**src/rtl/dram_pkg.sv**
```systemverilog
// Shared types and helpers for the DRAM read sequencer.
package dram_pkg;

    typedef enum logic [2:0] {IDLE, ISSUE, LAT, XFER, GAP, DONE} rd_state_t;

    typedef logic [1:0] burst_size_t;

    localparam int unsigned BURST_MAX = 8;

    // Capture-window length in clk cycles for a given burst size code.
    function automatic logic [2:0] beat_cycles(input burst_size_t size);
        case (size)
            2'd0, 2'd1: beat_cycles = 3'd1;
            2'd2:       beat_cycles = 3'd2;
            default:    beat_cycles = 3'd4;
        endcase
    endfunction

endpackage

```
**src/rtl/dram_rd_timer.sv**
```systemverilog
// Loadable down-counter; zero flags that the count reaches zero at the coming edge,
// so a load of N keeps a state for exactly N cycles.
module dram_rd_timer #(
    parameter int unsigned W = 4
) (
    input  logic         clk,
    input  logic         rst,
    input  logic         load,
    input  logic [W-1:0] load_val,
    output logic         zero
);

    logic [W-1:0] count;

    always_ff @(posedge clk) begin
        if (rst) begin
            count <= '0;
        end else if (load) begin
            count <= load_val;
        end else if (count != '0) begin
            count <= count - 1'b1;
        end
    end

    assign zero = (count <= {{(W-1){1'b0}}, 1'b1});

endmodule

```
**src/rtl/dram_read_sequencer.sv**
```systemverilog
// Issues one READ per burst, waits CAS latency, opens the buffer capture window, pulses rd_done.
// Optional DQS watchdog enabled by defining DRAM_RD_TIMEOUT_EN.
module dram_read_sequencer
    import dram_pkg::*;
#(
    parameter int unsigned ADDR_W  = 16,
    parameter int unsigned CAS_LAT = 5,
    parameter int unsigned GAP_CYC = 1,
    parameter int unsigned TMO_CYC = 8
) (
    input  logic              clk,
    input  logic              rst,
    input  logic              req_valid,
    output logic              req_ready,
    input  logic [1:0]        req_size,
    input  logic [2:0]        req_count,
    input  logic [ADDR_W-1:0] req_addr,
    output logic              cmd_read,
    output logic [ADDR_W-1:0] cmd_addr,
    output logic [1:0]        buf_burst_size,
    output logic              buf_capture_en,
    input  logic              dqs_seen,
    output logic              rd_done,
    output logic              busy,
    output logic              err_timeout
);

    rd_state_t         state, state_n;
    logic [ADDR_W-1:0] addr;
    logic [3:0]        remaining;
    logic              accept, burst_end, more, xfer_ok, wd_fire;
    logic              tmr_load, tmr_zero;
    logic [3:0]        tmr_val;

    assign accept    = (state == IDLE) && req_valid;
    assign more      = (remaining != 4'd1);
    assign burst_end = (state == XFER) && tmr_zero && xfer_ok;

    dram_rd_timer #(.W(4)) u_seq_tmr (
        .clk      (clk),
        .rst      (rst),
        .load     (tmr_load),
        .load_val (tmr_val),
        .zero     (tmr_zero)
    );

    // buf_burst_size doubles as the latched request size.
    always_ff @(posedge clk) begin
        if (rst) begin
            state          <= IDLE;
            addr           <= '0;
            remaining      <= '0;
            buf_burst_size <= '0;
        end else begin
            state <= state_n;
            if (accept) begin
                addr           <= req_addr;
                remaining      <= (req_count == 3'd0) ? 4'(BURST_MAX) : {1'b0, req_count};
                buf_burst_size <= req_size;
            end else if (burst_end) begin
                remaining <= remaining - 1'b1;
                if (more) begin
                    addr <= addr + (ADDR_W'(1) << buf_burst_size);
                end
            end
        end
    end

    always_comb begin
        state_n        = state;
        tmr_load       = 1'b0;
        tmr_val        = '0;
        req_ready      = 1'b0;
        cmd_read       = 1'b0;
        cmd_addr       = '0;
        buf_capture_en = 1'b0;
        rd_done        = 1'b0;
        busy           = 1'b1;
        case (state)
            IDLE: begin
                req_ready = 1'b1;
                busy      = 1'b0;
                if (req_valid) state_n = ISSUE;
            end
            ISSUE: begin
                cmd_read = 1'b1;
                cmd_addr = addr;
                tmr_load = 1'b1;
                tmr_val  = 4'(CAS_LAT - 1);
                state_n  = LAT;
            end
            LAT: begin
                if (tmr_zero) begin
                    tmr_load = 1'b1;
                    tmr_val  = {1'b0, beat_cycles(buf_burst_size)};
                    state_n  = XFER;
                end
            end
            XFER: begin
                buf_capture_en = 1'b1;
                if (burst_end) begin
                    if (!more) begin
                        state_n = DONE;
                    end else if (GAP_CYC == 0) begin
                        state_n = ISSUE;
                    end else begin
                        tmr_load = 1'b1;
                        tmr_val  = 4'(GAP_CYC);
                        state_n  = GAP;
                    end
                end
            end
            GAP: begin
                if (tmr_zero) state_n = ISSUE;
            end
            DONE: begin
                rd_done = 1'b1;
                state_n = IDLE;
            end
            default: state_n = IDLE;
        endcase
        if (wd_fire) state_n = DONE;
    end

`ifdef DRAM_RD_TIMEOUT_EN
    localparam int unsigned WD_W = 5;

    logic wd_armed, wd_zero;

    dram_rd_timer #(.W(WD_W)) u_wd_tmr (
        .clk      (clk),
        .rst      (rst),
        .load     (state == ISSUE),
        .load_val (WD_W'(CAS_LAT + TMO_CYC - 1)),
        .zero     (wd_zero)
    );

    // While armed the capture window stays open past its beat count until a strobe arrives.
    assign wd_fire = wd_armed && wd_zero && !dqs_seen;
    assign xfer_ok = !wd_armed || dqs_seen;

    always_ff @(posedge clk) begin
        if (rst) begin
            wd_armed    <= 1'b0;
            err_timeout <= 1'b0;
        end else begin
            if (state == ISSUE) begin
                wd_armed <= 1'b1;
            end else if (dqs_seen || wd_fire) begin
                wd_armed <= 1'b0;
            end
            if (wd_fire) err_timeout <= 1'b1;
        end
    end
`else
    logic dqs_unused;

    assign dqs_unused  = dqs_seen;
    assign wd_fire     = 1'b0;
    assign xfer_ok     = 1'b1;
    assign err_timeout = 1'b0;
`endif

endmodule

```
**config.mk**
```make
export PLATFORM = sky130hd
export DESIGN_NAME = dram_read_sequencer
export DESIGN_NICKNAME = d
export VERILOG_FILES = /design/src/rtl/dram_pkg.sv /design/src/rtl/dram_rd_timer.sv /design/src/rtl/dram_read_sequencer.sv
export SDC_FILE = /design/constraint.sdc
export NUM_CORES = 1
export LEC_CHECK = 0
export CORE_UTILIZATION = 41
export CTS_CLUSTER_SIZE = 10
export DETAILED_ROUTE_END_ITERATION = 7
export PLACE_DENSITY = 0.75
export SYNTH_ARGS = -nofsm -noshare
export SYNTH_HDL_FRONTEND = slang
export SYNTH_SLANG_ARGS = --single-unit
```
**constraint.sdc**
```tcl
create_clock -name clk -period 3.5 [get_ports clk]
set_input_delay 0.7 -clock clk [delete_from_list [all_inputs] [get_ports clk]]
set_output_delay 0.7 -clock clk [all_outputs]
set_load 0.05 [all_outputs]
```
# After elaboration in Yosys (flattened, before gate mapping)
# Index checks and enable logic that the tools add are counted.
# word_totals
reg_bits	29
in_bits	25
word_cells	63
# classes
add_sub_neg	3
magnitude_cmp	1
eq_ne	12
shifts	1
n_mux	29
n_reduce_logical	12
# op_table
op	n
2-to-1 mux 16 bit	4
2-to-1 mux 4 bit	5
adder 16 bit	1
left shift 1 x 2 -> 16 bit (first input constant)	1
2-to-1 mux 3 bit	5
one-hot mux 3 bit (5 select lines)	1
2-to-1 mux 1 bit	11
one-hot mux 3 bit (3 select lines)	1
!= test 2 bit (second input constant)	4
subtractor 4 x 1 -> 4 bit (second input constant)	2
equality test 3 x 2 -> 1 bit (second input constant)	2
equality test 3 bit (second input constant)	2
logical NOT 3 bit	2
one-hot mux 3 bit (2 select lines)	1
nonzero test 2 bit	3
less-or-equal comparator 4 x 1 -> 1 bit (second input constant)	1
!= test 4 x 1 -> 1 bit (second input constant)	1
AND reduction 4 bit	1
nonzero test 4 bit	1
equality test 3 x 1 -> 1 bit (second input constant)	1
one-hot mux 1 bit (3 select lines)	1
equality test 2 x 1 -> 1 bit (second input constant)	1
equality test 2 bit (second input constant)	1
logical AND 1 bit	2
other kinds (3)	3

# Longest topological paths before layout
# logic_depth
word_depth	6
depth_mapped	10
mapped_depth_nobuf	8

# Modules after synthesis
# A second synthesis with hierarchy kept.
# unflattened
hier_cells	241
area_unflattened_um2	1941.9
# modules_own_cells
mod	n_inst	cells_per_inst	area_per_inst_um2
dram_read_sequencer	1	214	1689.1
dram_rd_timer	1	27	252.7

# Worst setup path after synthesis
# No wires, ideal clock.
# synth_path
path_kind	flip-flop to output port
startpoint	reg state[0]
endpoint	out busy
arrival_time_ps	2260
t_required_ps	2800
setup_slack_ps	540
path_stages_with_launch	4
path_buffers	1
cell_sequence	dfxtp_1 -> buf_2 -> nor3_1 -> inv_1
# synth_via
elab_chain_cells	2
# synth_lines
element	line	source
from (decl)	dram_read_sequencer.sv:28	rd_state_t state, state_n;
from (signal assigned)	dram_read_sequencer.sv:55	state <= state_n;
logical NOT 3 bit	dram_read_sequencer.sv:79	case (state)
2-to-1 mux 1 bit	dram_read_sequencer.sv:79	
to (decl)	dram_read_sequencer.sv:24	output logic busy,
# No other way between the ends.

# Final worst setup path
# layout_path
startpoint	reg state[0]
endpoint	out cmd_addr[15]
# layout_via
elab_chain_cells	2
# layout_lines
element	line	source
equality test 3 x 1 -> 1 bit	dram_read_sequencer.sv:79	
2-to-1 mux 16 bit	dram_read_sequencer.sv:79	
to (decl)	dram_read_sequencer.sv:19	output logic [ADDR_W-1:0] cmd_addr,
# No other way between the ends.

==> run summary <==
Outcome: finished, violations left
Failing checks: design-rule violations
Leak: 0.9378 nW
Yosys top cell by area: dfxtp_1
Cell variety after synth: 51
Share of cells above drive strength 1: 13.98%
Most frequent cell after synthesis: dfxtp_1
Antenna-violating nets left: 0
Area after DPL: 2392 µm²
Crit path kind: flip-flop to output port
Fin. Hold Viols: 0
Clk sinks: 29
Initial antenna violation count: 0
# diodes: 0
Via count: 1836
Post-CTS Setup Inserts: 0
Wire length on met2: 2.127 mm
Ratio of final minimum period to clock period: 80.57%
Avg Vias per Cell: 5.547
Avg WL per Cell: 13.59 µm
Hold buffers post-CTS: 0
Max transition margin: 55.17%
Critical path required time: 2800 ps
Crit path max fanout: 11
Synth warn: 0
Yosys reg bits: 29
Congestion Overflow GR: 0
Util after Layout: 55.40%
First-pass GRT wire length: 7.638 mm
R2r setup slk: 940 ps
CTS Root Cell: clkbuf_8
Final setup fails: 0
Vias in the first global route: 1761
Die Area: 5053 µm²
Maximum number of pins on one net before global-route repair: 21
Synth top cells by count: dfxtp_1 (29), nor2_1 (28), a211oi_1 (16), nand2_1 (16), and2_1 (15)
VDD IR-drop max: 0.2782 mV
Cell area after layout: 2479 µm²
Gr usage total: 19.11%
RSZ-0062 raised after global routing: false
Cell Pwr Density: 588.8 nW/µm²
DPL Wire Length: 3.177 mm
Top_reg_cell synth: dfxtp_1
Skew final: 5.068 ps
Worst path arrival time: 2120 ps
Post_cts resized: 0
Met3 WL post-DR: 151 µm
Multi-input gate area: 1264 µm²
PnR worst setup slack: 680.1 ps
Worst hold path class: flip-flop to flip-flop
Final #Nets: 313
Setup WS pre-CTS: 949.5 ps
Sequential area share after synthesis: 29.67%
Row count: 24
GPL Wtd Cong: 0.7917
Peak Freq: 0.3546 GHz
Met1 Wirelength: 2.153 mm
Syn Inst Count: 240
Critical Path Start Type: flip-flop
Drt pass-1 iters: 8
# port buffers: 46
Starting Density: 43.74%
CTS Buffer Depth: 2
Top Layer Used: met4
Worst setup EP type: output port
Reg clk slew, reported paths: 60 ps
Tot Pwr: 1.460 mW
H-tree levels: 2
I/O Pins: 49
Area growth, synth to finish: 26.66%
Min Clock Period, post-route: 2820 ps
Syn nets: 274
Avg Cell Area, Syn: 8.154 µm²
Worst-margin pin slew: 672.5 ps
Number of buffers created by CTS: 5
Drt total wl: 4.499 mm
Drc violations: 3
Area occupied by registers: 580.6 µm²
Mapped cell area: 1957 µm²
Die W: 71.09 µm
EDFF count, synth: 0
FFs w/ async S/R, synth: 0%
Post-route setup TNS: 0 ps
Slew Viols, Final: 0
Synth area leaders: dfxtp_1 (30%), xnor2_1 (6.3%), a211oi_1 (6.1%), nor2_1 (5.4%), ha_1 (5.1%)
Yosys top cell area share: 29.67%
Core area: 4474 µm²
Fillers: 409
CTS tree: built
Initial DRC count: 70
Max Cap Viol: 0
Height of the chip: 71.09 µm
Skew-Pair Late Insertion Delay: 280 ps
[worst max-delay path, cell delays in order (launching register included)]
cell             delay, ps
dfxtp_1                510
nor2_1                 190
nor4_1                 260
clkdlybuf4s50_1        870
[final cells by class]
class / instances / share of cell area [%]
flip-flops and latches: 29 / 23.42
clock buffers: 7 / 3.483
inverters: 8 / 1.212
repair buffers: 50 / 18.27
multi-input cells: 185 / 50.98
well taps: 52 / 2.625
[final timing paths]
check	start	end	cells after the start
max	state[0]$_SDFFE_PP0P_	cmd_addr[15]	3
min	u_seq_tmr.count[1]$_SDFFE_PP0P_	u_seq_tmr.count[1]$_SDFFE_PP0P_	2
max reg2reg	buf_burst_size[0]$_SDFFE_PP0P_	addr[6]$_SDFFE_PP0P_	8
min reg2reg	u_seq_tmr.count[1]$_SDFFE_PP0P_	u_seq_tmr.count[1]$_SDFFE_PP0P_	2
[layout by cell type, fill, tap and decap left out, types with 5 or more instances in the layout]
cell             count
nand3_1              7
o21ai_0              5
nor3_1              10
nand2_1             16
ha_1                 8
nor4_1               6
xnor2_1             14
inv_1                8
a21oi_1              7
dfxtp_1             29
and2_1              15
nor4_2               6
clkbuf_8             6
clkdlybuf4s50_1     31
a211oi_1            16
buf_4               19
nor2_1              28
[kinds of logic (layout without fill, tap and decap cells)]
kind of cell / Yosys count / after routing / share of synthesized area (%)
other: 1 / 1 / 0.1916
flip-flops: 29 / 29 / 29.67
XOR/XNOR: 16 / 16 / 7.161
buffers and inverters: 26 / 65 / 5.754
AND/OR/NAND/NOR: 110 / 110 / 32.29
AO/OA/AOI/OAI: 49 / 49 / 18.80
adder cells (fa/ha/maj): 9 / 9 / 6.138
[power breakdown]
group          total, mW  internal (mW)  switching [mW]
clock              0.279          0.156           0.123
sequential         0.479          0.399          0.0807
combinational      0.702          0.274           0.428
total               1.46          0.828           0.631
[flip-flops by register name, indices dropped and copies added, names as in the netlist]
register	flops
addr	16
u_seq_tmr.count	4
remaining	4
buf_burst_size	2
state	3
[per-layer routing]
metal | track usage (%) | vias up
met3 | 4.558 | 6
met2 | 32.59 | 36
li1 | - | 937
met5 | 0 | -
met1 | 23.35 | 857
met4 | 7.333 | 0
[metrics by stage]
stage / hold slack, ps / instances
after global placement: 503.9 / 324
after detailed placement: 510.5 / 324
after global routing: 534.7 / 331
final: 511.2 / 331
after floorplan: 486.3 / 240
after CTS: 518.2 / 331
No activity file was read; power rests on OpenSTA's default activity.
